`src/rtl/dram_arbiter_if.sv`:
```
// ============================================================================
// Module      : dram_arbiter_if
// Description : Bus bundle between the CPU path, the VGA line fetcher, the
//               SDRAM controller and the dram_arbiter. The master modport is
//               the arbiter's view; slave is the view of the surrounding
//               requesters and controller.
// Revision    : 1.0 - initial release
// ============================================================================
`default_nettype none

interface dram_arbiter_if;
    // CPU single-word path
    logic        cpu_req;
    logic [24:0] cpu_addr;
    logic        cpu_we;
    logic [15:0] cpu_wdata;
    logic        cpu_ack;
    logic [15:0] cpu_rdata;
    // VGA burst path
    logic        vga_req;
    logic [24:0] vga_addr;
    logic        vga_ack;
    // SDRAM controller command port
    logic        dram_start;
    logic [24:0] dram_addr;
    logic        dram_write_en;
    logic        dram_burst_en;
    logic [15:0] dram_data_in;
    logic        dram_data_ready;
    logic [15:0] dram_read_data;

    modport master (
        input  cpu_req, cpu_addr, cpu_we, cpu_wdata,
        output cpu_ack, cpu_rdata,
        input  vga_req, vga_addr,
        output vga_ack,
        output dram_start, dram_addr, dram_write_en, dram_burst_en, dram_data_in,
        input  dram_data_ready, dram_read_data
    );

    modport slave (
        output cpu_req, cpu_addr, cpu_we, cpu_wdata,
        input  cpu_ack, cpu_rdata,
        output vga_req, vga_addr,
        input  vga_ack,
        input  dram_start, dram_addr, dram_write_en, dram_burst_en, dram_data_in,
        output dram_data_ready, dram_read_data
    );
endinterface

`default_nettype wire

```
`src/rtl/dram_arbiter.sv`:
```
// ============================================================================
// Module      : dram_arbiter
// Description : Shares one SDRAM controller port between the CPU single-word
//               path and the VGA 32-word burst fetcher. Fixed priority to VGA
//               with a consecutive-grant cap that guarantees CPU service.
//               Each access runs IDLE -> ISSUE -> WAIT -> DONE.
//               Optional watchdog: define DRAM_ARB_TIMEOUT_EN to abort a WAIT
//               after TIMEOUT_CYCLES cycles and raise a sticky timeout_err.
// Revision    : 1.0 - initial release
// ============================================================================
`default_nettype none

module dram_arbiter #(
    parameter int VGA_MAX_CONSEC = 4,   // 1..15
    parameter int TIMEOUT_CYCLES = 63   // 1..255
) (
    input  wire logic     clk,
    input  wire logic     rst,          // synchronous, active-low
    dram_arbiter_if.master bus,
    output logic          busy,
    output logic          timeout_err
);

    localparam logic [3:0] C_VGA_MAX = 4'(VGA_MAX_CONSEC);

    typedef enum logic [1:0] {
        S_IDLE  = 2'd0,
        S_ISSUE = 2'd1,
        S_WAIT  = 2'd2,
        S_DONE  = 2'd3
    } state_t;

    state_t      state_q,  state_d;
    logic [3:0]  streak_q, streak_d;
    logic        owner_q,  owner_d;     // 1 = VGA owns the access, 0 = CPU
    logic        first_q,  first_d;     // marks the first WAIT cycle
    logic [24:0] addr_q,   addr_d;
    logic        we_q,     we_d;
    logic        burst_q,  burst_d;
    logic [15:0] wdata_q,  wdata_d;
    logic [15:0] rdata_q,  rdata_d;

`ifdef DRAM_ARB_TIMEOUT_EN
    localparam logic [7:0] C_TIMEOUT = 8'(TIMEOUT_CYCLES);
    logic [7:0]  wcnt_q,   wcnt_d;
    logic        terr_q,   terr_d;
`endif

    // Next-state, grant decision and command latching
    always_comb begin
        state_d  = state_q;
        streak_d = streak_q;
        owner_d  = owner_q;
        first_d  = first_q;
        addr_d   = addr_q;
        we_d     = we_q;
        burst_d  = burst_q;
        wdata_d  = wdata_q;
        rdata_d  = rdata_q;
`ifdef DRAM_ARB_TIMEOUT_EN
        wcnt_d   = wcnt_q;
        terr_d   = terr_q;
`endif
        case (state_q)
            S_IDLE: begin
                if (bus.vga_req && (!bus.cpu_req || streak_q < C_VGA_MAX)) begin
                    state_d = S_ISSUE;
                    owner_d = 1'b1;
                    addr_d  = bus.vga_addr;
                    burst_d = 1'b1;
                    we_d    = 1'b0;
                    // Only count VGA wins that actually held off the CPU
                    if (!bus.cpu_req)
                        streak_d = 4'd0;
                    else if (streak_q != 4'hF)
                        streak_d = streak_q + 4'd1;
                end else if (bus.cpu_req) begin
                    state_d  = S_ISSUE;
                    owner_d  = 1'b0;
                    addr_d   = bus.cpu_addr;
                    burst_d  = 1'b0;
                    we_d     = bus.cpu_we;
                    wdata_d  = bus.cpu_wdata;
                    streak_d = 4'd0;
                end
            end
            S_ISSUE: begin
                state_d = S_WAIT;
                first_d = 1'b1;
`ifdef DRAM_ARB_TIMEOUT_EN
                wcnt_d  = 8'd0;
`endif
            end
            S_WAIT: begin
                first_d = 1'b0;
                // Ready is stale in the first WAIT cycle: the controller is
                // still reacting to the start strobe.
                if (!first_q && bus.dram_data_ready) begin
                    state_d = S_DONE;
                    if (!owner_q && !we_q)
                        rdata_d = bus.dram_read_data;
                end
`ifdef DRAM_ARB_TIMEOUT_EN
                else begin
                    wcnt_d = wcnt_q + 8'd1;
                    if (wcnt_q + 8'd1 == C_TIMEOUT) begin
                        state_d = S_DONE;
                        terr_d  = 1'b1;
                        if (!owner_q && !we_q)
                            rdata_d = 16'hFFFF;
                    end
                end
`endif
            end
            S_DONE: begin
                state_d = S_IDLE;
            end
            default: begin
                state_d = S_IDLE;
            end
        endcase
    end

    // State and datapath registers with synchronous active-low reset
    always_ff @(posedge clk) begin
        if (!rst) begin
            state_q  <= S_IDLE;
            streak_q <= 4'd0;
            owner_q  <= 1'b0;
            first_q  <= 1'b0;
            addr_q   <= 25'd0;
            we_q     <= 1'b0;
            burst_q  <= 1'b0;
            wdata_q  <= 16'd0;
            rdata_q  <= 16'd0;
        end else begin
            state_q  <= state_d;
            streak_q <= streak_d;
            owner_q  <= owner_d;
            first_q  <= first_d;
            addr_q   <= addr_d;
            we_q     <= we_d;
            burst_q  <= burst_d;
            wdata_q  <= wdata_d;
            rdata_q  <= rdata_d;
        end
    end

`ifdef DRAM_ARB_TIMEOUT_EN
    // Watchdog counter and sticky error flag
    always_ff @(posedge clk) begin
        if (!rst) begin
            wcnt_q <= 8'd0;
            terr_q <= 1'b0;
        end else begin
            wcnt_q <= wcnt_d;
            terr_q <= terr_d;
        end
    end
    assign timeout_err = terr_q;
`else
    logic [7:0] unused_timeout;
    assign unused_timeout = 8'(TIMEOUT_CYCLES);
    assign timeout_err    = 1'b0;
`endif

    // Strobes and acks decode straight from state so reset forces them low
    assign bus.dram_start    = (state_q == S_ISSUE);
    assign bus.cpu_ack       = (state_q == S_DONE) && !owner_q;
    assign bus.vga_ack       = (state_q == S_DONE) &&  owner_q;
    assign busy              = (state_q != S_IDLE);
    assign bus.dram_addr     = addr_q;
    assign bus.dram_write_en = we_q;
    assign bus.dram_burst_en = burst_q;
    assign bus.dram_data_in  = wdata_q;
    assign bus.cpu_rdata     = rdata_q;

endmodule

`default_nettype wire

```
`src/flat_wrapper.sv`:
```
// flat-port wrapper written by rule: the top's interface ports become plain ports
module dram_arbiter_flat 
#(
    parameter int VGA_MAX_CONSEC = 4,           
    parameter int TIMEOUT_CYCLES = 63            
)
  (clk, rst, busy, timeout_err, bus_cpu_req, bus_cpu_addr, bus_cpu_we, bus_cpu_wdata, bus_cpu_ack, bus_cpu_rdata, bus_vga_req, bus_vga_addr, bus_vga_ack, bus_dram_start, bus_dram_addr, bus_dram_write_en, bus_dram_burst_en, bus_dram_data_in, bus_dram_data_ready, bus_dram_read_data);
  dram_arbiter_if bus_i ();
  input  wire logic clk;
  input  wire logic rst;
  output logic busy;
  output logic timeout_err;
  input wire logic [$bits(bus_i.cpu_req)-1:0] bus_cpu_req;
  input wire logic [$bits(bus_i.cpu_addr)-1:0] bus_cpu_addr;
  input wire logic [$bits(bus_i.cpu_we)-1:0] bus_cpu_we;
  input wire logic [$bits(bus_i.cpu_wdata)-1:0] bus_cpu_wdata;
  output wire logic [$bits(bus_i.cpu_ack)-1:0] bus_cpu_ack;
  output wire logic [$bits(bus_i.cpu_rdata)-1:0] bus_cpu_rdata;
  input wire logic [$bits(bus_i.vga_req)-1:0] bus_vga_req;
  input wire logic [$bits(bus_i.vga_addr)-1:0] bus_vga_addr;
  output wire logic [$bits(bus_i.vga_ack)-1:0] bus_vga_ack;
  output wire logic [$bits(bus_i.dram_start)-1:0] bus_dram_start;
  output wire logic [$bits(bus_i.dram_addr)-1:0] bus_dram_addr;
  output wire logic [$bits(bus_i.dram_write_en)-1:0] bus_dram_write_en;
  output wire logic [$bits(bus_i.dram_burst_en)-1:0] bus_dram_burst_en;
  output wire logic [$bits(bus_i.dram_data_in)-1:0] bus_dram_data_in;
  input wire logic [$bits(bus_i.dram_data_ready)-1:0] bus_dram_data_ready;
  input wire logic [$bits(bus_i.dram_read_data)-1:0] bus_dram_read_data;
  assign bus_i.cpu_req = bus_cpu_req;
  assign bus_i.cpu_addr = bus_cpu_addr;
  assign bus_i.cpu_we = bus_cpu_we;
  assign bus_i.cpu_wdata = bus_cpu_wdata;
  assign bus_cpu_ack = bus_i.cpu_ack;
  assign bus_cpu_rdata = bus_i.cpu_rdata;
  assign bus_i.vga_req = bus_vga_req;
  assign bus_i.vga_addr = bus_vga_addr;
  assign bus_vga_ack = bus_i.vga_ack;
  assign bus_dram_start = bus_i.dram_start;
  assign bus_dram_addr = bus_i.dram_addr;
  assign bus_dram_write_en = bus_i.dram_write_en;
  assign bus_dram_burst_en = bus_i.dram_burst_en;
  assign bus_dram_data_in = bus_i.dram_data_in;
  assign bus_i.dram_data_ready = bus_dram_data_ready;
  assign bus_i.dram_read_data = bus_dram_read_data;
  dram_arbiter #(.VGA_MAX_CONSEC(VGA_MAX_CONSEC), .TIMEOUT_CYCLES(TIMEOUT_CYCLES)) u_core (.clk(clk), .rst(rst), .bus(bus_i), .busy(busy), .timeout_err(timeout_err));
endmodule
```
`config.mk`:
```
export PLATFORM = sky130hd
export DESIGN_NAME = dram_arbiter_flat
export DESIGN_NICKNAME = d
export VERILOG_FILES = /design/src/rtl/dram_arbiter_if.sv /design/src/rtl/dram_arbiter.sv /design/src/flat_wrapper.sv
export SDC_FILE = /design/constraint.sdc
export NUM_CORES = 1
export LEC_CHECK = 0
export BUFFER_PORTS_ARGS = -buffer_cell sky130_fd_sc_hd__buf_2
export CAP_MARGIN = 20
export CORE_UTILIZATION = 41
export CTS_BUF_LIST = sky130_fd_sc_hd__clkbuf_8
export DETAILED_ROUTE_END_ITERATION = 10
export PLACE_DENSITY = 0.78
export SLEW_MARGIN = 20
export SYNTH_ARGS = -nofsm -noshare
export SYNTH_HDL_FRONTEND = slang
export SYNTH_SLANG_ARGS = --single-unit
```
`constraint.sdc`:
```
create_clock -name clk -period 1.4 [get_ports clk]
set_input_delay 0.14 -clock clk [delete_from_list [all_inputs] [get_ports clk]]
set_output_delay 0.14 -clock clk [all_outputs]
set_load 0.01 [all_outputs]
```
==> results of run 1 <==
per-stage QoR:
step	util [%]	hold WS [ns]	cell area, um2	cells	total power [mW]
after global routing	64.6	0.0289	4170	564	8.08
after global placement	57.3	0.378	3700	541	4.99
final	64.6	0.0379	4170	564	7.60
after floorplan	-	0.274	2790	317	3.92
after CTS	61.7	0.0259	3990	557	7.13
after detailed placement	57.3	0.384	3700	541	5.06
final cells by class:
class | instances | area (um2) | share of cell area (%)
inverters | 3 | 18.8 | 0.450
multi-input cells | 225 | 1410 | 33.7
clock inverters | 5 | 101 | 2.43
well taps | 77 | 96.3 | 2.31
repair buffers | 177 | 1070 | 25.7
flip-flops and latches | 66 | 1330 | 31.8
clock buffers | 11 | 151 | 3.63
cells in the final DEF, fill, tap and decap left out, drive strengths merged:
master and instances:
a21oi 53, mux2i 17, ha 6, inv 4, clkbuf 14, a21boi 17
nand4 1, bufinv 3, o21ai 29, nor4b 1, nor3b 3, nor2b 19
nor2 6, o31ai 1, dfxtp 66, nand2 62, a22oi 1, nand3 1
and2 3, conb 1, or2 1, buf 174, o211a 1, and3 1
nand2b 1, clkinvlp 1
repair_timing:
item / in CTS / in global routing
cloned: 0 / 4
buffers inserted: 0 / 3
setup endpoints to repair: 38 / 65
gates resized for setup: 9 / 24
pin swaps: 0 / 3
power groups by stage:
stage / combinational [mW] / sequential [mW] / clock [mW]
after floorplan: 1.24 / 2.68 / 0
after global placement: 2.50 / 2.49 / 0
after detailed placement: 2.56 / 2.50 / 0
after CTS: 2.62 / 2.48 / 2.03
after global routing: 3.41 / 2.56 / 2.12
final: 3.11 / 2.51 / 1.98
cells by family after synthesis:
kind of cell | after synthesis | share of synthesized area (%)
and+or+nand+nor | 99 | 17.7
buffers and inverters | 26 | 5.22
other | 1 | 0.135
muxes | 17 | 6.12
DFF | 66 | 47.5
AOI/OAI and AO/OA | 102 | 20.5
adders and majority gates | 6 | 2.70
how the worst min path moves through the flow:
stage / from / endpoint / cells past startpoint
after global routing: bus_cpu_addr[22] / u_core.bus.dram_addr[22]$_SDFFE_PN0P_ / 3
after CTS: bus_cpu_addr[2] / u_core.bus.dram_addr[2]$_SDFFE_PN0P_ / 3
after floorplan: bus_cpu_addr[0] / u_core.bus.dram_addr[0]$_SDFFE_PN0P_ / 2
final: bus_cpu_addr[13] / u_core.bus.dram_addr[13]$_SDFFE_PN0P_ / 3
after global placement: bus_cpu_addr[14] / u_core.bus.dram_addr[14]$_SDFFE_PN0P_ / 3
after detailed placement: bus_cpu_addr[9] / u_core.bus.dram_addr[9]$_SDFFE_PN0P_ / 3
worst max-delay path: cells and delay by family (launching register included):
kind                     cells  cell delay [ns]
adder cells (fa/ha/maj)      1             0.13
AND/OR/NAND/NOR              2             0.25
flip-flops                   1             0.34
multiplexers                 1             0.23
buffers and inverters        3             0.39
routing by layer:
metal  up-vias  wire length [um]  global-route usage (%)  share of wire, %
met1      1271              3190                    22.7                42
li1       1398                 -                       -                 -
met2       106              3740                    38.3                50
met4         0               100                    8.31               1.3
met5         -                 0                       0                 0
met3        10               473                    5.31               6.3
registers in the layout (all words and copies together), names as in the netlist:
signal,count
u_core.bus.cpu_rdata,16
u_core.owner_q,1
u_core.bus.dram_data_in,16
u_core.bus.dram_write_en,1
u_core.first_q,1
u_core.streak_q,4
u_core.bus.dram_addr,25
u_core.state_q,2
==> impl_metrics.env, run 1 <==
export IMPL_synth_edf_count=0
export IMPL_avgSynthCellArea_um2=8.77
export IMPL_setup_violations=11
export IMPL_numCtsBuffers=9
export IMPL_grt_max_degree=67
export IMPL_p_per_area_nw_per_um2=1820
export IMPL_drt_wl_total_mm=7.51
export IMPL_grt_pass1_vias=2837
export IMPL_syn_num_nets=411
export IMPL_r2r_worst_path_cells=7
export IMPL_antenna_found_initial=0
export IMPL_critPathLaunch="u_core.state_q[0]$_SDFFE_PN0P_"
export IMPL_pwr_share_comb_pct=40.9
export IMPL_max_stage_delay_ns=0.34
export IMPL_die_h_um=84.3
export IMPL_path_class="flip-flop to flip-flop"
export IMPL_rrSetupSlack_ns=-0.06
export IMPL_initial_core_util_pct=43.0
export IMPL_yosysUniqueCellTypes=32
export IMPL_p_int_mw=5.13
export IMPL_fin_worst_skew_ns=0.00866
export IMPL_yosysSeqAreaShare_pct=47.5
export IMPL_drc=18
export IMPL_synth_area_leaders="dfxtp_1, a21oi_1, nand2_1, mux2i_1, o21ai_0"
export IMPL_grt_pass1_wl_mm=11.9
export IMPL_drive_above_1_share_pct=44.4
export IMPL_clock_latency_ns=0.33
export IMPL_crit_slowest_cell="dfxtp_2"
export IMPL_crit_chain="inv_4, ha_4, nor4b_4, buf_4, buf_12, mux2i_2, nor2b_1"
export IMPL_synth_seq_cells=66
export IMPL_synth_cells=317
export IMPL_rr_endpoint="u_core.bus.cpu_rdata[3]$_SDFFE_PN0P_"
export IMPL_dr_pass1_iters=7
export IMPL_hold_buffers=0
export IMPL_cts_tree="built"
export IMPL_outcome="finished with violations"
export IMPL_fin_crit_sh_pct=105
export IMPL_wl_per_cell_um=13.3
export IMPL_worstPathRequired_ns=1.61
export IMPL_fin_tns_setup_ns=-0.217
export IMPL_viasPerCell=4.94
export IMPL_violations="DRC, setup timing"
export IMPL_yosysTopAreaCellShare_pct=47.5
export IMPL_grt_usage_pct=20.8
export IMPL_post_route_min_period_ns=1.46
export IMPL_hold_viol=0
export IMPL_ant_nets=0
export IMPL_gp_congestion=0.800
export IMPL_drt_iter0_drc=67
export IMPL_cts_sinks=66
export IMPL_clk_pin_slew_ns=0.07
export IMPL_core_um2=6460
export IMPL_yosys_area_top_type="dfxtp_1"
export IMPL_yosysWarnings=0
export IMPL_portBuffers=150
export IMPL_worst_slack_ns=-0.0647
export IMPL_r2r_start="u_core.state_q[0]$_SDFFE_PN0P_"
export IMPL_area_growth_pct=50.2
export IMPL_hold_path_class="input pin to flip-flop"
export IMPL_cp_endpoint="u_core.bus.cpu_rdata[3]$_SDFFE_PN0P_"
export IMPL_synth_common_cells="dfxtp_1, nand2_1, a21oi_1"
export IMPL_ir_drop_mv=1.12
export IMPL_swShare_pct=32.5
export IMPL_synth_most_common_cell="dfxtp_1"
export IMPL_dp_hpwl_mm=5.11
export IMPL_syn_area_um2=2780
export IMPL_slew_violations=0
export IMPL_post_place_ws_ns=-0.192
export IMPL_endpoint_kind="flip-flop"
export IMPL_clockBufferDepth=2
export IMPL_async_flop_share_pct=0
export IMPL_htreeDepth=3
export IMPL_vias=2785
export IMPL_grt_overflow_total=0
export IMPL_p_clk_share_pct=26.1
export IMPL_p_leak_nw=1.96
export IMPL_synth_ff_type="dfxtp_1"
export IMPL_power_share_sequential_pct=33.1
export IMPL_num_rows=29
export IMPL_critPathLaunchType="flip-flop"
export IMPL_p_sw_mw=2.47
export IMPL_cp_max_fo=8
export IMPL_num_nets_final=576
export IMPL_fill_cells=571
export IMPL_arrival_ns=1.68
export IMPL_dieArea_um2=7110
export IMPL_fmax_mhz=683
export IMPL_maxCapViolations=0
export IMPL_root_buffer="clkbuf_8"
export IMPL_die_w_um=84.3
export IMPL_n_antenna_cell=0
export IMPL_ios=152
export IMPL_rsz0062_at_grt="true"
Power figures use the tool's default switching activity.
==> run 2: changes to the inputs <==
==> constraint.sdc (replaced) <==
create_clock -name clk -period 1.4 [get_ports clk]
set_input_delay 0.28 -clock clk [delete_from_list [all_inputs] [get_ports clk]]
set_output_delay 0.28 -clock clk [all_outputs]
set_load 0.01 [all_outputs]
==> run 2 against run 1 <==
Wire length is 2.6% higher. Critical endpoint is now bus_cpu_ack. The run still ends with DRC, setup timing left. Register-to-register slack hardly changed. Combinational power is 11% higher. Core utilization is 1.9 points higher. Total power is 0.21% lower. Cell count is 1.2% higher. First-iteration DRC count is 31% higher. Sequential power hardly changed. Design area is 2.9% higher. Die area stayed put.
==> impl_metrics.env, run 2 (synthesis gave the netlist of run 1 again) <==
export IMPL_max_stage_delay_ns=0.34
export IMPL_grt_pass1_wl_mm=12.0
export IMPL_initial_core_util_pct=43.0
export IMPL_gp_congestion=0.758
export IMPL_root_buffer="clkbuf_8"
export IMPL_p_clk_share_pct=21.0
export IMPL_path_class="flip-flop to primary output"
export IMPL_antenna_found_initial=0
export IMPL_power_mw=7.59
export IMPL_wl_per_cell_um=13.5
export IMPL_mostFrequentLayoutCells="buf_2, dfxtp_1, nand2_1, a21oi_1, nor2b_1"
export IMPL_crit_chain="buf_6, ha_4, nor2b_1, buf_2"
export IMPL_num_rows=29
export IMPL_maxCapViolations=0
export IMPL_endpoint_kind="primary output"
export IMPL_grt_pass1_vias=2758
export IMPL_portBuffers=150
export IMPL_placed_area_um2=3730
export IMPL_pwr_share_comb_pct=45.6
export IMPL_die_w_um=84.3
export IMPL_dp_hpwl_mm=5.07
export IMPL_ios=152
export IMPL_critPathLaunchType="flip-flop"
export IMPL_cts_tree="built"
export IMPL_setup_violations=35
export IMPL_layout_commonest_cell="buf_2"
export IMPL_swShare_pct=34.1
export IMPL_htreeDepth=3
export IMPL_clock_latency_ns=0.33
export IMPL_hold_viol=0
export IMPL_hold_buffers=0
export IMPL_area_growth_pct=54.6
export IMPL_clockBufferDepth=2
export IMPL_fin_area_um2=4300
export IMPL_grt_usage_pct=21.0
export IMPL_slew_violations=0
export IMPL_fin_worst_skew_ns=0.00740
export IMPL_cts_sinks=66
export IMPL_rsz0062_at_grt="true"
export IMPL_ant_nets=0
export IMPL_viasPerCell=5.06
export IMPL_drive_above_1_share_pct=45.1
export IMPL_p_sw_mw=2.58
export IMPL_fill_cells=546
export IMPL_grt_max_degree=29
export IMPL_core_um2=6460
export IMPL_outcome="finished with violations"
export IMPL_hold_path_class="input pin to flip-flop"
export IMPL_clk_pin_slew_ns=0.07
export IMPL_fmax_mhz=677
export IMPL_power_share_sequential_pct=33.4
export IMPL_p_int_mw=5.00
export IMPL_p_leak_nw=2.02
export IMPL_crit_slowest_cell="dfxtp_2"
export IMPL_n_antenna_cell=0
export IMPL_p_per_area_nw_per_um2=1770
export IMPL_num_nets_final=583
export IMPL_dr_pass1_iters=7
export IMPL_post_route_min_period_ns=1.48
export IMPL_numCtsBuffers=9
export IMPL_die_h_um=84.3
export IMPL_seq_area_um2=1330
export IMPL_vias=2887
export IMPL_dieArea_um2=7110
export IMPL_worst_slack_ns=-0.0770
export IMPL_multi_input_area_um2=1430
export IMPL_grt_overflow_total=0
export IMPL_ir_drop_mv=1.10
export IMPL_drc=19
export IMPL_worstPathRequired_ns=1.12
export IMPL_largest_register_ffs=25
export IMPL_violations="DRC, setup timing"
export IMPL_drt_iter0_drc=88
export IMPL_cp_max_fo=3
export IMPL_drt_wl_total_mm=7.70
export IMPL_arrival_ns=1.20
export IMPL_fin_crit_sh_pct=106
==> run 2: changes by cell type in the layout (fill, tap and decap cells not counted), moves of 3 or more <==
| cell | previous run | this run |
|---|---|---|
| a21boi_0 | 5 | 0 |
| a21boi_1 | 10 | 14 |
| buf_12 | 5 | 9 |
| buf_2 | 150 | 147 |
| buf_4 | 18 | 15 |
| buf_6 | 1 | 9 |
| o21ai_0 | 17 | 11 |
| o21ai_1 | 10 | 16 |
==> run 2: metal layers <==
metal | global-route usage [%] | routed length (um) | vias up
met5 | 0 | 0 | -
met4 | 6.74 | 86 | 0
met3 | 5.90 | 507 | 9
met2 | 37.0 | 3880 | 122
met1 | 24.7 | 3230 | 1343
li1 | - | - | 1413
==> run 2: area by class of cell <==
cell class | count | area share (%)
well taps | 77 | 2.24
flip-flops and latches | 66 | 30.9
repair buffers | 184 | 28.6
inverters | 3 | 0.437
clock inverters | 5 | 1.08
multi-input cells | 225 | 33.2
clock buffers | 11 | 3.52
==> run 2: critical path, delay by kind of cell (launching register included) <==
kind / cells / cell delay, ns
AND/OR/NAND/NOR: 1 / 0.11
adder cells (fa/ha/maj): 1 / 0.15
buffers and inverters: 2 / 0.26
flip-flops: 1 / 0.34
==> run 2: stage by stage <==
| step | worst slack, ns | setup TNS, ns | hold slack (ns) | instances | util [%] |
|---|---|---|---|---|---|
| finish | -0.0770 | -0.869 | 0.174 | 571 | 66.5 |
| global route | -0.121 | -5.03 | 0.170 | 571 | 66.5 |
| CTS | -0.0910 | -1.19 | 0.158 | 562 | 63.8 |
| detailed placement | -0.238 | -3.31 | 0.449 | 540 | 57.8 |
| global placement | -0.117 | -1.56 | 0.439 | 540 | 57.8 |
| floorplan | -0.0138 | -0.157 | 0.414 | 317 | - |
==> run 2: worst paths after layout <==
path	startpoint	end	slack, ns	cells past startpoint
worst max-delay path	u_core.state_q[0]$_SDFFE_PN0P_	bus_cpu_ack	-0.08	4
worst min-delay path	bus_cpu_addr[13]	u_core.bus.dram_addr[13]$_SDFFE_PN0P_	0.17	3
worst max register to register	u_core.state_q[0]$_SDFFE_PN0P_	u_core.bus.dram_addr[16]$_SDFFE_PN0P_	-0.06	8
worst min register to register	u_core.bus.dram_data_in[11]$_SDFFE_PN0P_	u_core.bus.dram_data_in[11]$_SDFFE_PN0P_	0.46	2
==> run 2: what timing repair did <==
action,in CTS,in global routing
setup endpoints to repair,46,65
pin swaps,5,15
gates cloned,1,4
resized for setup,31,25
setup buffers,5,5
==> run 2: power groups by stage <==
stage                     registers [mW]  logic (mW)  clock network [mW]
after global routing                2.58        3.76                1.72
after detailed placement            2.51        2.49                   0
final                               2.53        3.46                1.60
after CTS                           2.52        2.92                1.63
after floorplan                     2.68        1.24                   0
after global placement              2.49        2.44                   0
